`config.mk`:
```
export PLATFORM = sky130hd
export DESIGN_NAME = shiftreg_seq
export DESIGN_NICKNAME = d
export VERILOG_FILES = /design/src/rtl/shiftreg_seq.sv
export SDC_FILE = /design/constraint.sdc
export NUM_CORES = 1
export LEC_CHECK = 0
export CAP_MARGIN = 20
export CORE_UTILIZATION = 37
export CTS_BUF_LIST = sky130_fd_sc_hd__clkbuf_4 sky130_fd_sc_hd__clkbuf_8 sky130_fd_sc_hd__clkbuf_16
export DETAILED_ROUTE_END_ITERATION = 10
export GPL_TIMING_DRIVEN = 0
export HOLD_SLACK_MARGIN = 0.03
export PLACE_DENSITY = 0.75
export SETUP_SLACK_MARGIN = 0.4
export SLEW_MARGIN = 20
export SYNTH_ARGS = -nofsm -noshare
export SYNTH_HDL_FRONTEND = slang
export SYNTH_SLANG_ARGS = --single-unit
```
`constraint.sdc`:
```
create_clock -name clk -period 1.5 [get_ports clk]
set_input_delay 0.3 -clock clk [delete_from_list [all_inputs] [get_ports clk]]
set_output_delay 0.3 -clock clk [all_outputs]
set_load 0.005 [all_outputs]
```
`src/rtl/shiftreg_seq.sv`:
```
// shiftreg_seq: sequencer that turns one 16-bit right-shift register into a
// multi-cycle barrel-style shifter.
//
// Ports:
//   clk, clr_n                  clock, asynchronous active-low reset
//   in_valid/in_ready/in_data/in_amt/in_mode
//                               command handshake (word, amount, mode)
//   flush                       synchronous abort-and-clear request
//   out_valid/out_ready/out_data
//                               result handshake; out_data mirrors sr_q
//   busy                        high in every state except IDLE
//   sr_data_in/sr_ld/sr_clr/sr_sft/sr_s_in
//                               shift register controls (Moore decode)
//   sr_q                        shift register contents
//
// Modes: 00 logical, 01 arithmetic, 10 rotate, 11 logical.
// Optional feature macro: SHIFTREG_SEQ_ROTATE_EN. When it is defined, mode 10
// rotates right. When it is undefined, mode 10 is a logical shift.
//
// The register controls and handshake flags are decoded directly from the
// state register. out_data and sr_s_in follow sr_q combinationally, because
// the register itself holds the value.

module shiftreg_seq #(
  parameter int unsigned WIDTH = 16,
  parameter int unsigned AMT_W = 5
) (
  input  logic             clk,
  input  logic             clr_n,
  input  logic             in_valid,
  output logic             in_ready,
  input  logic [WIDTH-1:0] in_data,
  input  logic [AMT_W-1:0] in_amt,
  input  logic [1:0]       in_mode,
  input  logic             flush,
  output logic             out_valid,
  input  logic             out_ready,
  output logic [WIDTH-1:0] out_data,
  output logic             busy,
  output logic [WIDTH-1:0] sr_data_in,
  output logic             sr_ld,
  output logic             sr_clr,
  output logic             sr_sft,
  output logic             sr_s_in,
  input  logic [WIDTH-1:0] sr_q
);

  typedef enum logic [2:0] {
    S_CLEAR = 3'd0,
    S_IDLE  = 3'd1,
    S_LOAD  = 3'd2,
    S_SHIFT = 3'd3,
    S_DONE  = 3'd4
  } state_t;

  state_t           r_state;
  state_t           w_next;
  logic [WIDTH-1:0] r_data;
  logic [AMT_W-1:0] r_amt;
  logic [AMT_W-1:0] r_cnt;
  logic [1:0]       r_mode;
  logic             w_accept;
  logic             w_s_in;

  // A flush in IDLE wins over a simultaneous command.
  assign w_accept = (r_state == S_IDLE) && in_valid && !flush;
  assign out_data = sr_q;

  // Serial-in bit for the current mode.
`ifdef SHIFTREG_SEQ_ROTATE_EN
  always_comb begin
    w_s_in = 1'b0;
    case (r_mode)
      2'b01:   w_s_in = sr_q[WIDTH-1];
      2'b10:   w_s_in = sr_q[0];
      default: w_s_in = 1'b0;
    endcase
  end
`else
  always_comb begin
    w_s_in = 1'b0;
    if (r_mode == 2'b01) w_s_in = sr_q[WIDTH-1];
  end
`endif

  // State register.
  always_ff @(posedge clk or negedge clr_n) begin
    if (!clr_n) r_state <= S_CLEAR;
    else        r_state <= w_next;
  end

  // Command capture and shift down-counter.
  always_ff @(posedge clk or negedge clr_n) begin
    if (!clr_n) begin
      r_data <= '0;
      r_amt  <= '0;
      r_mode <= 2'b00;
      r_cnt  <= '0;
    end else begin
      if (w_accept) begin
        r_data <= in_data;
        r_amt  <= in_amt;
        r_mode <= in_mode;
      end
      if (r_state == S_LOAD)       r_cnt <= r_amt;
      else if (r_state == S_SHIFT) r_cnt <= r_cnt - AMT_W'(1);
    end
  end

  // Next state and Moore output decode.
  always_comb begin
    w_next     = r_state;
    in_ready   = 1'b0;
    out_valid  = 1'b0;
    busy       = 1'b1;
    sr_data_in = '0;
    sr_ld      = 1'b0;
    sr_clr     = 1'b0;
    sr_sft     = 1'b0;
    sr_s_in    = 1'b0;
    case (r_state)
      S_CLEAR: begin
        sr_clr = 1'b1;
        w_next = S_IDLE;
      end
      S_IDLE: begin
        in_ready = 1'b1;
        busy     = 1'b0;
        if (w_accept) w_next = S_LOAD;
      end
      S_LOAD: begin
        sr_ld      = 1'b1;
        sr_data_in = r_data;
        w_next     = (r_amt != '0) ? S_SHIFT : S_DONE;
      end
      S_SHIFT: begin
        sr_sft  = 1'b1;
        sr_s_in = w_s_in;
        // The counter holds the number of shifts still to be done, including this one.
        if (r_cnt <= AMT_W'(1)) w_next = S_DONE;
      end
      S_DONE: begin
        out_valid = 1'b1;
        if (out_ready) w_next = S_IDLE;
      end
      default: w_next = S_CLEAR;
    endcase
    if (flush && (r_state != S_CLEAR)) w_next = S_CLEAR;
  end

endmodule

```
Yosys cells after proc, flatten, opt, wreduce, memory -nomap -nowiden
Cells that the tools add are included.
{"block": "word_totals", "out_inout_bits": 39, "word_cells": 41, "reg_bits": 31, "inputBits": 44}
{"block": "classes", "mux": 17, "order_cmp": 1, "n_addsub": 1, "eq_ne": 8, "reduce_logical": 9}
{"operator": "$mux 16", "n": 1}
{"operator": "$mux 3", "n": 5}
{"operator": "$pmux 3 s5", "n": 1}
{"operator": "$mux 5", "n": 2}
{"operator": "$mux 1", "n": 8}
{"operator": "$eq 3x2->1 const B", "n": 2}
{"operator": "$le 5x1->1 const B", "n": 1}
{"operator": "$reduce_bool 5->1", "n": 1}
{"operator": "$sub 5x1->5 const B", "n": 1}
{"operator": "$eq 3x1->1 const B", "n": 1}
{"operator": "$eq 3x3->1 const B", "n": 1}
{"operator": "$logic_and 1x1->1", "n": 3}
{"operator": "$logic_not 3->1", "n": 1}
{"operator": "$ne 3x1->1 const B", "n": 1}
{"operator": "$ne 3x2->1 const B", "n": 1}
{"operator": "$ne 3x3->1 const B", "n": 1}
{"operator": "$reduce_and 3->1", "n": 1}
{"operator": "$reduce_bool 3->1", "n": 1}
{"operator": "$eq 2x1->1 const B", "n": 1}
{"operator": "$reduce_bool 2->1", "n": 1}
{"operator": "$logic_not 1->1", "n": 1}

Depth between registers and ports, before layout
{"block": "logic_depth", "ltp_word": 6, "ltp_mapped": 6}

Worst setup path after synthesis
OpenSTA, ideal clock, no wires.
{"block": "synth_path", "path_type": "reg2reg", "startpoint": "register r_state[2]", "endpoint": "register r_amt[0]", "path_stages_with_launch": 7, "period_less_slack_ns": 1.550, "setup_ns": 0.125, "required_ns": 1.375, "slack_ns": -0.050, "arrival_ns": 1.425, "path_cell_list": "dfrtp_1 -> nand2b_1 -> or2_4 -> inv_2 -> nand3b_4 -> buf_6 -> mux2_4"}
{"block": "synth_between", "elab_chain_cells": 3}
{"element": "from (decl)", "line": "56", "source": "state_t r_state;"}
{"element": "from (signal assigned)", "line": "89", "source": "else r_state <= w_next;"}
{"element": "$eq 3x1->1", "line": "66", "source": "assign w_accept = (r_state == S_IDLE) && in_valid && !flush;"}
{"element": "$logic_and 1x1->1 (2 in series)", "line": "66"}
{"element": "to (signal assigned)", "line": "102", "source": "r_amt <= in_amt;"}
{"element": "to (decl)", "line": "59", "source": "logic [AMT_W-1:0] r_amt;"}
No other way between the ends.
A chain may end at the register's enable or synchronous reset.

Worst setup path after layout
{"block": "layout_path", "startpoint": "register r_state[2]", "endpoint": "output sr_data_in[15]"}
{"block": "layout_between", "elab_chain_cells": 2}
{"element": "$eq 3x2->1", "line": "121", "source": "case (r_state)"}
{"element": "$mux 16", "line": "121"}
{"element": "to (decl)", "line": "40", "source": "output logic [WIDTH-1:0] sr_data_in,"}
No other way between the ends.

==> metrics.md <==
| Metric | Value |
|---|---|
| Outcome | `finished with violations` |
| Failing checks | `setup timing` |
| Worst slack, placed | `-0.771 ns` |
| Min Hold Slack | `0.0558 ns` |
| Grt met1 use | `0.237` |
| Worst rel slew slack | `0.531` |
| Synth Area per Inst | `11.5 um2` |
| Endpoints failing setup | `46` |
| Worst setup path class | `reg2out` |
| CORE AREA | `0.00441 mm2` |
| Fillcell total | `312` |
| Critical-path maximum fanout | `4` |
| Post-route core utilization | `0.697` |
| Ys async rst share | `1.00` |
| Final worst-path cycle share | `1.19` |
| Crit path capture type | `output port` |
| Post-Synthesis Cells | `149` |
| Drt via density | `4.95` |
| I/O pins | `83` |
| Initial core utilization | `0.390` |
| Post-synth top area share | `0.451` |
| Hold crit path type | `in2async` |
| H-tree levels | `2` |
| Die Y | `70.2 um` |
| Least-Margin Pin Slew | `0.703 ns` |
| Post-route ant nets | `0` |
| Yosys reg bits | `31` |
| Clock-pin slew on the worst setup and hold paths | `0.07 ns` |
| Worst Path Required | `1.20 ns` |
| GR peak layer | `met2` |
| Clk_lat worst skew | `0.29 ns` |
| CTS tree | `built` |
| Met2 GRT Util | `0.300` |
| Syn Nets | `195` |
| Maximum clock rate | `0.558 GHz` |
| Routed WL | `4.70 mm` |
| Nets@finish | `298` |
| First-pass GRT wire length | `7.02 mm` |
| Vias in the first global route | `1,398` |
| R2R Setup Slk | `-0.28 ns` |
| Die area | `0.00493 mm2` |
| Peak supply drop | `0.832 mV` |
| DR WL/cell | `15.4 um` |
| Total CTS buffers | `5` |
| Crit Reg-Reg Startpoint | `r_state[2]$_DFFE_PN0P_` |
| DRC Markers | `0` |
| Synth cell types | `33` |
| RSZ-0062 raised after global routing | `true` |
| Final WS setup | `-0.292 ns` |
| Crit path DAT | `1.49 ns` |
| Die X | `70.2 um` |
| Final estimated routing congestion in global placement | `0.788` |
| Syn Std Cell Area | `0.00172 mm2` |
| Pin count of the biggest net entering global routing | `32` |
| Startpoint Class | `register` |
| Worst R2R End | `r_data[7]$_DFFE_PN0P_` |
| Buffers on Ports | `67` |
| Dpl hpwl | `2.64 mm` |
| Layout cells sized above 1 | `0.589` |
| Initial antenna violation count | `0` |
| Clock sink count | `31` |
| EDFF count, synth | `0` |
| Met3 GRT Util | `0.0534` |
| Vias | `1,509` |
| Drt pass-1 iters | `4` |
| Leak pwr | `1.51 nW` |
| Max-slew violation count | `0` |
| Pwr/cell area | `1670 mW/mm2` |
| All-layer global routing usage | `0.187` |
| Ant. Diodes | `0` |
| Max Cap Viol | `0` |
| Synthesis Warnings | `0` |
| Synth area leader | `dfrtp_1` |
| Crit path time final | `1.79 ns` |
| Clock tree buffer depth | `2` |
| Ranking of synthesized cells by area | `dfrtp_1 (45%), mux2_4 (17%), buf_4 (7.0%), and2_1 (6.2%), o21ai_0 (2.0%)` |
| Clock Tree Root | `clkbuf_8` |
| Total gr overflow | `0` |
| Top_reg_cell synth | `dfrtp_1` |
| Seq/Total Area, Yosys | `0.451` |
| Multi-input logic area | `933 um2` |
| Final Hold Fails | `0` |
| DRT iter0 DRCs | `91` |
| Hold Buf Count CTS | `0` |
| # rows | `24` |
| Depth of the most critical reg-to-reg path | `7` |
| Final Skew | `0.00556 ns` |
| Area Growth Syn to Fin | `78.8%` |
| Sequential Area | `779 um2` |
[synthesized netlist by cell type (3+ instances only)]
library cell	count
o21ai_0	7
o22ai_1	3
a21oi_1	4
and2_1	17
mux2_4	20
nor3_1	4
dfrtp_1	31
nand2b_1	3
mux2_2	3
buf_4	16
nor2_1	5
nand2_1	5
inv_1	4
[worst max path at each step]
stage,start,to
after floorplan,r_state[2]$_DFFE_PN0P_,r_amt[0]$_DFFE_PN0P_
after global placement,r_state[1]$_DFFE_PN0P_,sr_data_in[6]
after detailed placement,r_state[1]$_DFFE_PN0P_,sr_data_in[6]
after CTS,r_state[2]$_DFFE_PN0P_,sr_data_in[15]
after global routing,r_state[2]$_DFFE_PN0P_,sr_data_in[15]
final,r_state[2]$_DFFE_PN0P_,sr_data_in[15]
[routing by layer]
| metal | wire (um) | share of wire |
|---|---|---|
| met1 | 1920 | 0.41 |
| met2 | 2360 | 0.50 |
| met3 | 285 | 0.061 |
| met4 | 131 | 0.028 |
| met5 | 0 | 0 |
[logic make-up after synthesis]
family,synth area share
compound gates,0.0836
fa+ha+maj,0.0145
buf+inv,0.101
flops,0.451
mux,0.200
simple gates,0.150
[through the flow]
step | cell area [um2] | cells | TNS [ns] | power (mW)
after CTS | 2800 | 295 | -9.01 | 4.56
final | 3080 | 305 | -10.70 | 5.13
after global routing | 3080 | 305 | -12.59 | 5.43
after global placement | 2480 | 268 | -33.30 | 3.26
after detailed placement | 2470 | 268 | -18.85 | 3.30
after floorplan | 1740 | 149 | -0.694 | 2.68
[state kept, by name (all words and copies together), names as in the netlist]
signal   flops
r_state      3
r_data      16
r_amt        5
r_cnt        5
r_mode       2
[cells in the final DEF, fill, tap and decap left out, types with 2 or more instances in the layout]
master / Yosys / final
o21ai_1: 0 / 5
nand3_2: 0 / 2
nand2_1: 5 / 3
and2_4: 0 / 16
clkbuf_16: 0 / 2
o21a_1: 2 / 2
nor3_1: 4 / 2
clkbuf_8: 0 / 7
o22ai_1: 3 / 2
buf_12: 0 / 2
nor2_1: 5 / 3
buf_6: 2 / 34
dfrtp_2: 0 / 3
dfrtp_1: 31 / 28
clkdlybuf4s50_1: 0 / 26
inv_2: 1 / 2
o21ai_0: 7 / 2
dlygate4sd2_1: 0 / 15
buf_2: 1 / 5
mux2_4: 20 / 20
mux2_2: 3 / 3
nand2b_4: 0 / 2
nor3_4: 0 / 2
buf_4: 16 / 30
a21oi_1: 4 / 4
[cell type report]
cell class / instances / share of cell area
buffer: 21 / 0.0651
tap: 52 / 0.0212
clock inverter: 2 / 0.0114
sequential: 31 / 0.253
multi-input combinational: 92 / 0.303
timing repair buffer: 96 / 0.310
inverter: 5 / 0.00854
clock buffer: 6 / 0.0269
[report_power, final]
part           internal [mW]  total, mW  switching [mW]  leakage (nW)
registers               1.25       1.61           0.357         0.370
logic                   1.71       2.66           0.948          1.08
clock network          0.537      0.871           0.333        0.0612
total                   3.50       5.13            1.64          1.51
[timing repair]
action | 4_1_cts | 5_1_grt
cloned | 1 | 2
setup endpoints to repair | 70 | 55
endpoints found under the hold margin | 0 | 0
setup buffers | 18 | 8
resized for setup | 166 | 39
pin swaps | 19 | 12
[worst max-delay path: stages, from the launching register on]
cell and delay [ns]:
dfrtp_1 0.43, nor2b_4 0.18, nand2b_4 0.09, inv_6 0.08, buf_6 0.11, buf_6 0.09
and2_4 0.13, buf_6 0.08
No activity file was read; power rests on OpenSTA's default activity.
